**src/rtl/fp_addsub_seq.sv**
```systemverilog
// Multi-cycle floating-point add/subtract with round-to-nearest-even and special-value handling.
// Latency: 6 cycles start->done plus one per normalise left shift; specials 3 cycles. start is ignored while busy.
module fp_addsub_seq #(
    parameter int EXP_W = 8,
    parameter int MAN_W = 23
) (
    input  logic                   clk,
    input  logic                   reset,
    input  logic                   start,
    input  logic                   op_sub,
    input  logic [EXP_W+MAN_W:0]   a,
    input  logic [EXP_W+MAN_W:0]   b,
    output logic                   busy,
    output logic                   done,
    output logic [EXP_W+MAN_W:0]   result,
    output logic                   neg,
    output logic                   zero,
    output logic                   carry,
    output logic                   overflow,
    output logic                   invalid
);
    localparam int W  = EXP_W + MAN_W + 1;
    localparam int M  = MAN_W + 5;
    localparam int XW = EXP_W + 2;

    localparam logic [EXP_W-1:0]      EXP_ONES = '1;
    localparam logic signed [XW-1:0]  EMAX     = {2'b00, {EXP_W{1'b1}}};
    localparam logic signed [XW-1:0]  ONE      = 1;
    localparam logic signed [XW-1:0]  ZERO     = 0;
    localparam logic [XW-1:0]         D_MAX    = XW'(MAN_W + 3);
    localparam logic [W-1:0]          QNAN     = {1'b0, {EXP_W{1'b1}}, 1'b1, {(MAN_W-1){1'b0}}};

    typedef enum logic [2:0] {
        S_IDLE, S_UNPACK, S_ALIGN, S_ADD, S_NORM, S_ROUND, S_DONE
    } state_t;

    state_t                 state_q, state_d;
    logic [W-1:0]           opa_q, opa_d, opb_q, opb_d;
    logic                   sa_q, sa_d, sb_q, sb_d;
    logic signed [XW-1:0]   ea_q, ea_d;
    logic [M-1:0]           ma_q, ma_d, mb_q, mb_d;
    logic [XW-1:0]          d_q, d_d;
    logic                   spec_q, spec_d, spec_inv_q, spec_inv_d;
    logic [W-1:0]           spec_res_q, spec_res_d;
    logic                   busy_q, busy_d, done_q, done_d;
    logic [W-1:0]           res_q, res_d;
    logic                   neg_q, neg_d, zero_q, zero_d, ovf_q, ovf_d, inv_q, inv_d;

    // Operand decode; exponent 0 is treated as zero (denormals flushed).
    logic [EXP_W-1:0] ua_e, ub_e, u_big_e, u_small_e;
    logic [MAN_W-1:0] ua_f, ub_f;
    logic [W-2:0]     ua_mag, ub_mag;
    logic             ua_z, ub_z, ua_inf, ub_inf, ua_nan, ub_nan, u_swap;

    assign ua_e      = opa_q[W-2:MAN_W];
    assign ub_e      = opb_q[W-2:MAN_W];
    assign ua_f      = opa_q[MAN_W-1:0];
    assign ub_f      = opb_q[MAN_W-1:0];
    assign ua_z      = (ua_e == '0);
    assign ub_z      = (ub_e == '0);
    assign ua_inf    = (ua_e == EXP_ONES) && (ua_f == '0);
    assign ub_inf    = (ub_e == EXP_ONES) && (ub_f == '0);
    assign ua_nan    = (ua_e == EXP_ONES) && (ua_f != '0);
    assign ub_nan    = (ub_e == EXP_ONES) && (ub_f != '0);
    assign ua_mag    = ua_z ? '0 : opa_q[W-2:0];
    assign ub_mag    = ub_z ? '0 : opb_q[W-2:0];
    assign u_swap    = (ub_mag > ua_mag);
    assign u_big_e   = u_swap ? ub_e : ua_e;
    assign u_small_e = u_swap ? ua_e : ub_e;

    logic [M-1:0] al_sh, al_mask, sum;
    logic         al_sticky;

    assign al_sh     = mb_q >> d_q;
    assign al_mask   = ~({M{1'b1}} << d_q);
    assign al_sticky = |(mb_q & al_mask);
    assign sum       = (sa_q == sb_q) ? (ma_q + mb_q) : (ma_q - mb_q);

    // Rounding: operate on {carry, hidden, frac}, G/R/S in the low three bits.
    logic                 rnd_inc;
    logic [MAN_W+1:0]     rnd_m;
    logic signed [XW-1:0] rnd_e;
    logic [MAN_W-1:0]     rnd_f;

    assign rnd_inc = ma_q[2] & (ma_q[1] | ma_q[0] | ma_q[3]);
    assign rnd_m   = ma_q[M-1:3] + {{(MAN_W+1){1'b0}}, rnd_inc};
    assign rnd_e   = ea_q + (rnd_m[MAN_W+1] ? ONE : ZERO);
    assign rnd_f   = rnd_m[MAN_W+1] ? rnd_m[MAN_W:1] : rnd_m[MAN_W-1:0];

    always_comb begin
        state_d    = state_q;
        opa_d      = opa_q;
        opb_d      = opb_q;
        sa_d       = sa_q;
        sb_d       = sb_q;
        ea_d       = ea_q;
        ma_d       = ma_q;
        mb_d       = mb_q;
        d_d        = d_q;
        spec_d     = spec_q;
        spec_inv_d = spec_inv_q;
        spec_res_d = spec_res_q;
        res_d      = res_q;
        neg_d      = neg_q;
        zero_d     = zero_q;
        ovf_d      = ovf_q;
        inv_d      = inv_q;

        case (state_q)
            S_IDLE: begin
                if (start) begin
                    opa_d   = a;
                    opb_d   = b ^ {op_sub, {(W-1){1'b0}}};
                    state_d = S_UNPACK;
                end
            end
            S_UNPACK: begin
                sa_d       = u_swap ? opb_q[W-1] : opa_q[W-1];
                sb_d       = u_swap ? opa_q[W-1] : opb_q[W-1];
                ea_d       = signed'({2'b00, u_big_e});
                ma_d       = {2'b01, (u_swap ? ub_f : ua_f), 3'b000};
                mb_d       = {2'b01, (u_swap ? ua_f : ub_f), 3'b000};
                d_d        = {2'b00, u_big_e} - {2'b00, u_small_e};
                spec_d     = 1'b1;
                spec_inv_d = 1'b0;
                if (ua_nan || ub_nan || (ua_inf && ub_inf && (opa_q[W-1] != opb_q[W-1]))) begin
                    spec_res_d = QNAN;
                    spec_inv_d = 1'b1;
                end else if (ua_inf) begin
                    spec_res_d = opa_q;
                end else if (ub_inf) begin
                    spec_res_d = opb_q;
                end else if (ua_z && ub_z) begin
                    spec_res_d = {opa_q[W-1] & opb_q[W-1], {(W-1){1'b0}}};
                end else if (ua_z) begin
                    spec_res_d = opb_q;
                end else if (ub_z) begin
                    spec_res_d = opa_q;
                end else begin
                    spec_d = 1'b0;
                end
                state_d = S_ALIGN;
            end
            S_ALIGN: begin
                // Classification was registered last cycle; specials leave here.
                if (spec_q) begin
                    res_d   = spec_res_q;
                    neg_d   = spec_res_q[W-1];
                    zero_d  = (spec_res_q[W-2:0] == '0);
                    ovf_d   = 1'b0;
                    inv_d   = spec_inv_q;
                    state_d = S_DONE;
                end else begin
                    if (d_q >= D_MAX) begin
                        mb_d = {{(M-1){1'b0}}, |mb_q};
                    end else begin
                        mb_d = {al_sh[M-1:1], al_sh[0] | al_sticky};
                    end
                    state_d = S_ADD;
                end
            end
            S_ADD: begin
                if (sum == '0) begin
                    ma_d    = '0;
                    ea_d    = ZERO;
                    sa_d    = 1'b0;
                    state_d = S_ROUND;
                end else begin
                    ma_d    = sum;
                    state_d = S_NORM;
                end
            end
            S_NORM: begin
                if (ma_q[M-1]) begin
                    ma_d    = {1'b0, ma_q[M-1:2], ma_q[1] | ma_q[0]};
                    ea_d    = ea_q + ONE;
                    state_d = S_ROUND;
                end else if (ma_q[M-2]) begin
                    state_d = S_ROUND;
                end else if (ea_q <= ONE) begin
                    res_d   = {sa_q, {(W-1){1'b0}}};
                    neg_d   = sa_q;
                    zero_d  = 1'b1;
                    ovf_d   = 1'b0;
                    inv_d   = 1'b0;
                    state_d = S_DONE;
                end else begin
                    ma_d = ma_q << 1;
                    ea_d = ea_q - ONE;
                end
            end
            S_ROUND: begin
                if (rnd_e >= EMAX) begin
                    res_d = {sa_q, EXP_ONES, {MAN_W{1'b0}}};
                    ovf_d = 1'b1;
                end else begin
                    res_d = {sa_q, rnd_e[EXP_W-1:0], rnd_f};
                    ovf_d = 1'b0;
                end
                neg_d   = sa_q;
                zero_d  = (rnd_e < EMAX) && (rnd_e == ZERO) && (rnd_f == '0);
                inv_d   = 1'b0;
                state_d = S_DONE;
            end
            S_DONE: begin
                state_d = S_IDLE;
            end
            default: begin
                state_d = S_IDLE;
            end
        endcase

        busy_d = (state_d != S_IDLE);
        done_d = (state_d == S_DONE);
    end

    always_ff @(posedge clk or posedge reset) begin
        if (reset) begin
            state_q    <= S_IDLE;
            opa_q      <= '0;
            opb_q      <= '0;
            sa_q       <= 1'b0;
            sb_q       <= 1'b0;
            ea_q       <= '0;
            ma_q       <= '0;
            mb_q       <= '0;
            d_q        <= '0;
            spec_q     <= 1'b0;
            spec_inv_q <= 1'b0;
            spec_res_q <= '0;
            busy_q     <= 1'b0;
            done_q     <= 1'b0;
            res_q      <= '0;
            neg_q      <= 1'b0;
            zero_q     <= 1'b0;
            ovf_q      <= 1'b0;
            inv_q      <= 1'b0;
        end else begin
            state_q    <= state_d;
            opa_q      <= opa_d;
            opb_q      <= opb_d;
            sa_q       <= sa_d;
            sb_q       <= sb_d;
            ea_q       <= ea_d;
            ma_q       <= ma_d;
            mb_q       <= mb_d;
            d_q        <= d_d;
            spec_q     <= spec_d;
            spec_inv_q <= spec_inv_d;
            spec_res_q <= spec_res_d;
            busy_q     <= busy_d;
            done_q     <= done_d;
            res_q      <= res_d;
            neg_q      <= neg_d;
            zero_q     <= zero_d;
            ovf_q      <= ovf_d;
            inv_q      <= inv_d;
        end
    end

    assign busy     = busy_q;
    assign done     = done_q;
    assign result   = res_q;
    assign neg      = neg_q;
    assign zero     = zero_q;
    assign carry    = 1'b0;
    assign overflow = ovf_q;
    assign invalid  = inv_q;

endmodule
```
**config.mk**
```make
export PLATFORM = sky130hd
export DESIGN_NAME = fp_addsub_seq
export DESIGN_NICKNAME = d
export VERILOG_FILES = /design/src/rtl/fp_addsub_seq.sv
export SDC_FILE = /design/constraint.sdc
export NUM_CORES = 1
export LEC_CHECK = 0
export ABC_AREA = 1
export CAP_MARGIN = 20
export CORE_MARGIN = 3
export CORE_UTILIZATION = 35
export CTS_CLUSTER_DIAMETER = 200
export DETAILED_ROUTE_END_ITERATION = 7
export GPL_ROUTABILITY_DRIVEN = 1
export PLACE_DENSITY_LB_ADDON = 0.1
export SETUP_SLACK_MARGIN = 0.02
export SLEW_MARGIN = 20
export SYNTH_ARGS = -nofsm -noshare
export SYNTH_HDL_FRONTEND = slang
export SYNTH_SLANG_ARGS = --single-unit
```
**constraint.sdc**
```tcl
create_clock -name clk -period 9.3 [get_ports clk]
set_input_delay 0.93 -clock clk [delete_from_list [all_inputs] [get_ports clk]]
set_output_delay 0.93 -clock clk [all_outputs]
set_load 0.01 [all_outputs]
```
==> impl_metrics.ini <==
[status]
status = completed

[detailed_routing]
met2_wirelength_um = 33600
drc_errors = 0
dr.pass1.iters = 6
vias = 19530
antenna_left = 0
top_layer = met4
wire_per_inst_um = 22.6
viasPerCell = 5.63
wl_met1_um = 35300
wirelength_um = 78300
routed-wl-met3_um = 6350
drt_iter0_markers = 2232

[finish]
area_delta_synth_final_pct = 13.3
drive_above_1_share_pct = 5.54
diodes = 0
design_area_mm2 = 0.0203
n_fill_cell = 5493
nets = 2915
fin_cells = 3469

[global_routing]
grt_pass1_vias = 18923
grt_overflow_total = 0
grtUsageTotal_pct = 28.5
grt_antenna_before_repair = 0
grt_pass1_wl_um = 118000
grt_max_degree = 95

[yosys]
synth.ff_latch_count = 216
syn_avg_cell_area_um2 = 6.51
synthesis.area_mm2 = 0.0179
synthCells = 2755
synth_ff_type = dfrtp_1
synth_edf_count = 0
synth_async_sr_flop_share_pct = 100
synth_top_area_share_pct = 30.1
synth_cell_type_count = 61
synth_area_leader_cell = dfrtp_1
ys_seq_area_share_pct = 30.1
synth.net_count = 2893
synth_commonest_cells = nand2_1, nor2_1, inv_1
ys_top_cells_by_area = dfrtp_1, nand2_1, o21ai_0
synth.most_common_cell = nand2_1
yosys_warnings = 0

[placed_design]
dpl.cell_count = 3420
dpl-instance-area_mm2 = 0.0194
dp_hpwl_um = 60100
place_ws_ps = 3810
io_buffers = 105
finalWeightedCongestion = 0.971

[clock_network]
insertion_delay_ps = 570
cts_num_sinks = 216
ctsResizeCount = 0
cts_buffers = 27
cts.root.buffer_cell = clkbuf_16
htreeDepth = 1
holdBufCountCts = 0
post-cts-setup-buffers = 0
clk_pin_slew_ps = 60
cts_buffer_depth = 3
cts_tree = done

[worst_hold_path]
min_from = neg
hp-class = reg2reg

[sta]
rsz0062_at_grt = false
drv_slew = 0
fin_crit_ps = 5570
finClkSkew_ps = 18.3
setup_viol = 0
setup_ws_ps = 3730
timing_hold_violations_final = 0
tightestPinTransition_ps = 1020
period_share_pct = 59.9
max_clock_freq_ghz = 0.180
tns_ps = 0
slew_headroom_pct = 31.4

[critical_path]
required_ps = 9770
rrSetupSlack_ps = 3730
worst_setup_path_end_kind = flip-flop
cp-start-kind = flip-flop
rr_startpoint = opa_q[27]
arrival_ps = 6040
crit_start = opa_q[27]
critPathKind = reg2reg
path_max_fanout = 94

[floorplan]
die-area_mm2 = 0.0540
io_pins = 107
core_mm2 = 0.0504
initial_utilization_pct = 35.6
die_h_um = 232
die_w_um = 232
placementRows = 82

[flow_run]
drv_cap = 0
[critical path: stages (launching register included)]
cell and delay (ps):
dfrtp_1 440, inv_1 260, nand4_1 160, nor2_2 120, clkinv_1 730, nand2_1 330
ha_1 170, nand2_1 80, nor2_1 240, inv_1 90, nor2_2 170, nand2_1 80
nand2_1 70, nand2_1 80, nand2_4 110, nand2_4 480, inv_2 730, nor2_1 70
o21ai_0 660, a211oi_1 130, a21oi_1 210
[sequential cells by signal, summed over array words and instances (netlist names), 3 cells and up]
| signal | flops |
|---|---|
| ma_q | 28 |
| opa_q | 32 |
| spec_res_q | 32 |
| opb_q | 32 |
| d_q | 9 |
| mb_q | 28 |
| ea_q | 10 |
| result | 32 |
| state_q | 3 |
[final cells by class]
cell class	instances	area, um^2	share of cell area, %
multi-input cells	2118	10800	53.3
clock inverters	11	141	0.696
well taps	672	841	4.14
flip-flops and latches	216	5410	26.6
clock buffers	38	807	3.97
inverters	291	1100	5.43
repair buffers	123	1190	5.84
[path summary, 6_finish.rpt]
| kind | endpoint | cells past startpoint |
|---|---|---|
| min reg2reg | neg | 2 |
| min | neg | 2 |
| max in group asynchronous | opb_q[3] | 3 |
| max reg2reg | ma_q[23] | 20 |
| min in group asynchronous | opa_q[30] | 2 |
| max | ma_q[23] | 20 |
[stage by stage]
stage / util [%] / hold slack, ps
2_1_floorplan: - / 450
3_3_place_gp: 38.4 / 460
3_5_place_dp: 38.4 / 462
4_1_cts: 40.3 / 477
5_1_grt: 40.4 / 499
6_report: 40.4 / 476
[cells by family after synthesis]
group	after synthesis	share of synthesized area, %
AO/OA/AOI/OAI	612	19.1
XOR/XNOR	68	3.32
adder cells (fa/ha/maj)	70	4.92
buffers and inverters	421	9.59
flip-flops	216	30.1
multiplexers	5	0.279
other	1	0.0209
AND/OR/NAND/NOR	1362	32.6
[cell usage in the layout (no fill, tap or decap), types with 22 or more instances in the layout]
cell type | netlist | final
nand2_1 | 742 | 742
nor2_1 | 287 | 284
inv_1 | 266 | 263
o21ai_0 | 234 | 234
dfrtp_1 | 216 | 216
a21oi_1 | 195 | 195
nand3_1 | 175 | 175
clkdlybuf4s50_1 | 0 | 105
ha_1 | 69 | 69
xor2_1 | 55 | 55
nand4_1 | 41 | 41
o21ai_1 | 40 | 40
clkbuf_16 | 0 | 27
a31oi_1 | 27 | 26
nor3_1 | 22 | 22
o211ai_1 | 22 | 22
[layer usage]
metal  vias to the layer above  global-route usage [%]
met5                         -                       0
met4                         0                    9.39
met3                       180                    5.06
met2                       843                    43.1
met1                      9318                    41.1
li1                       9189                       -
Power is not shown: default switching activity piles up to over one toggle a cycle in this logic, so the estimate is an artifact.
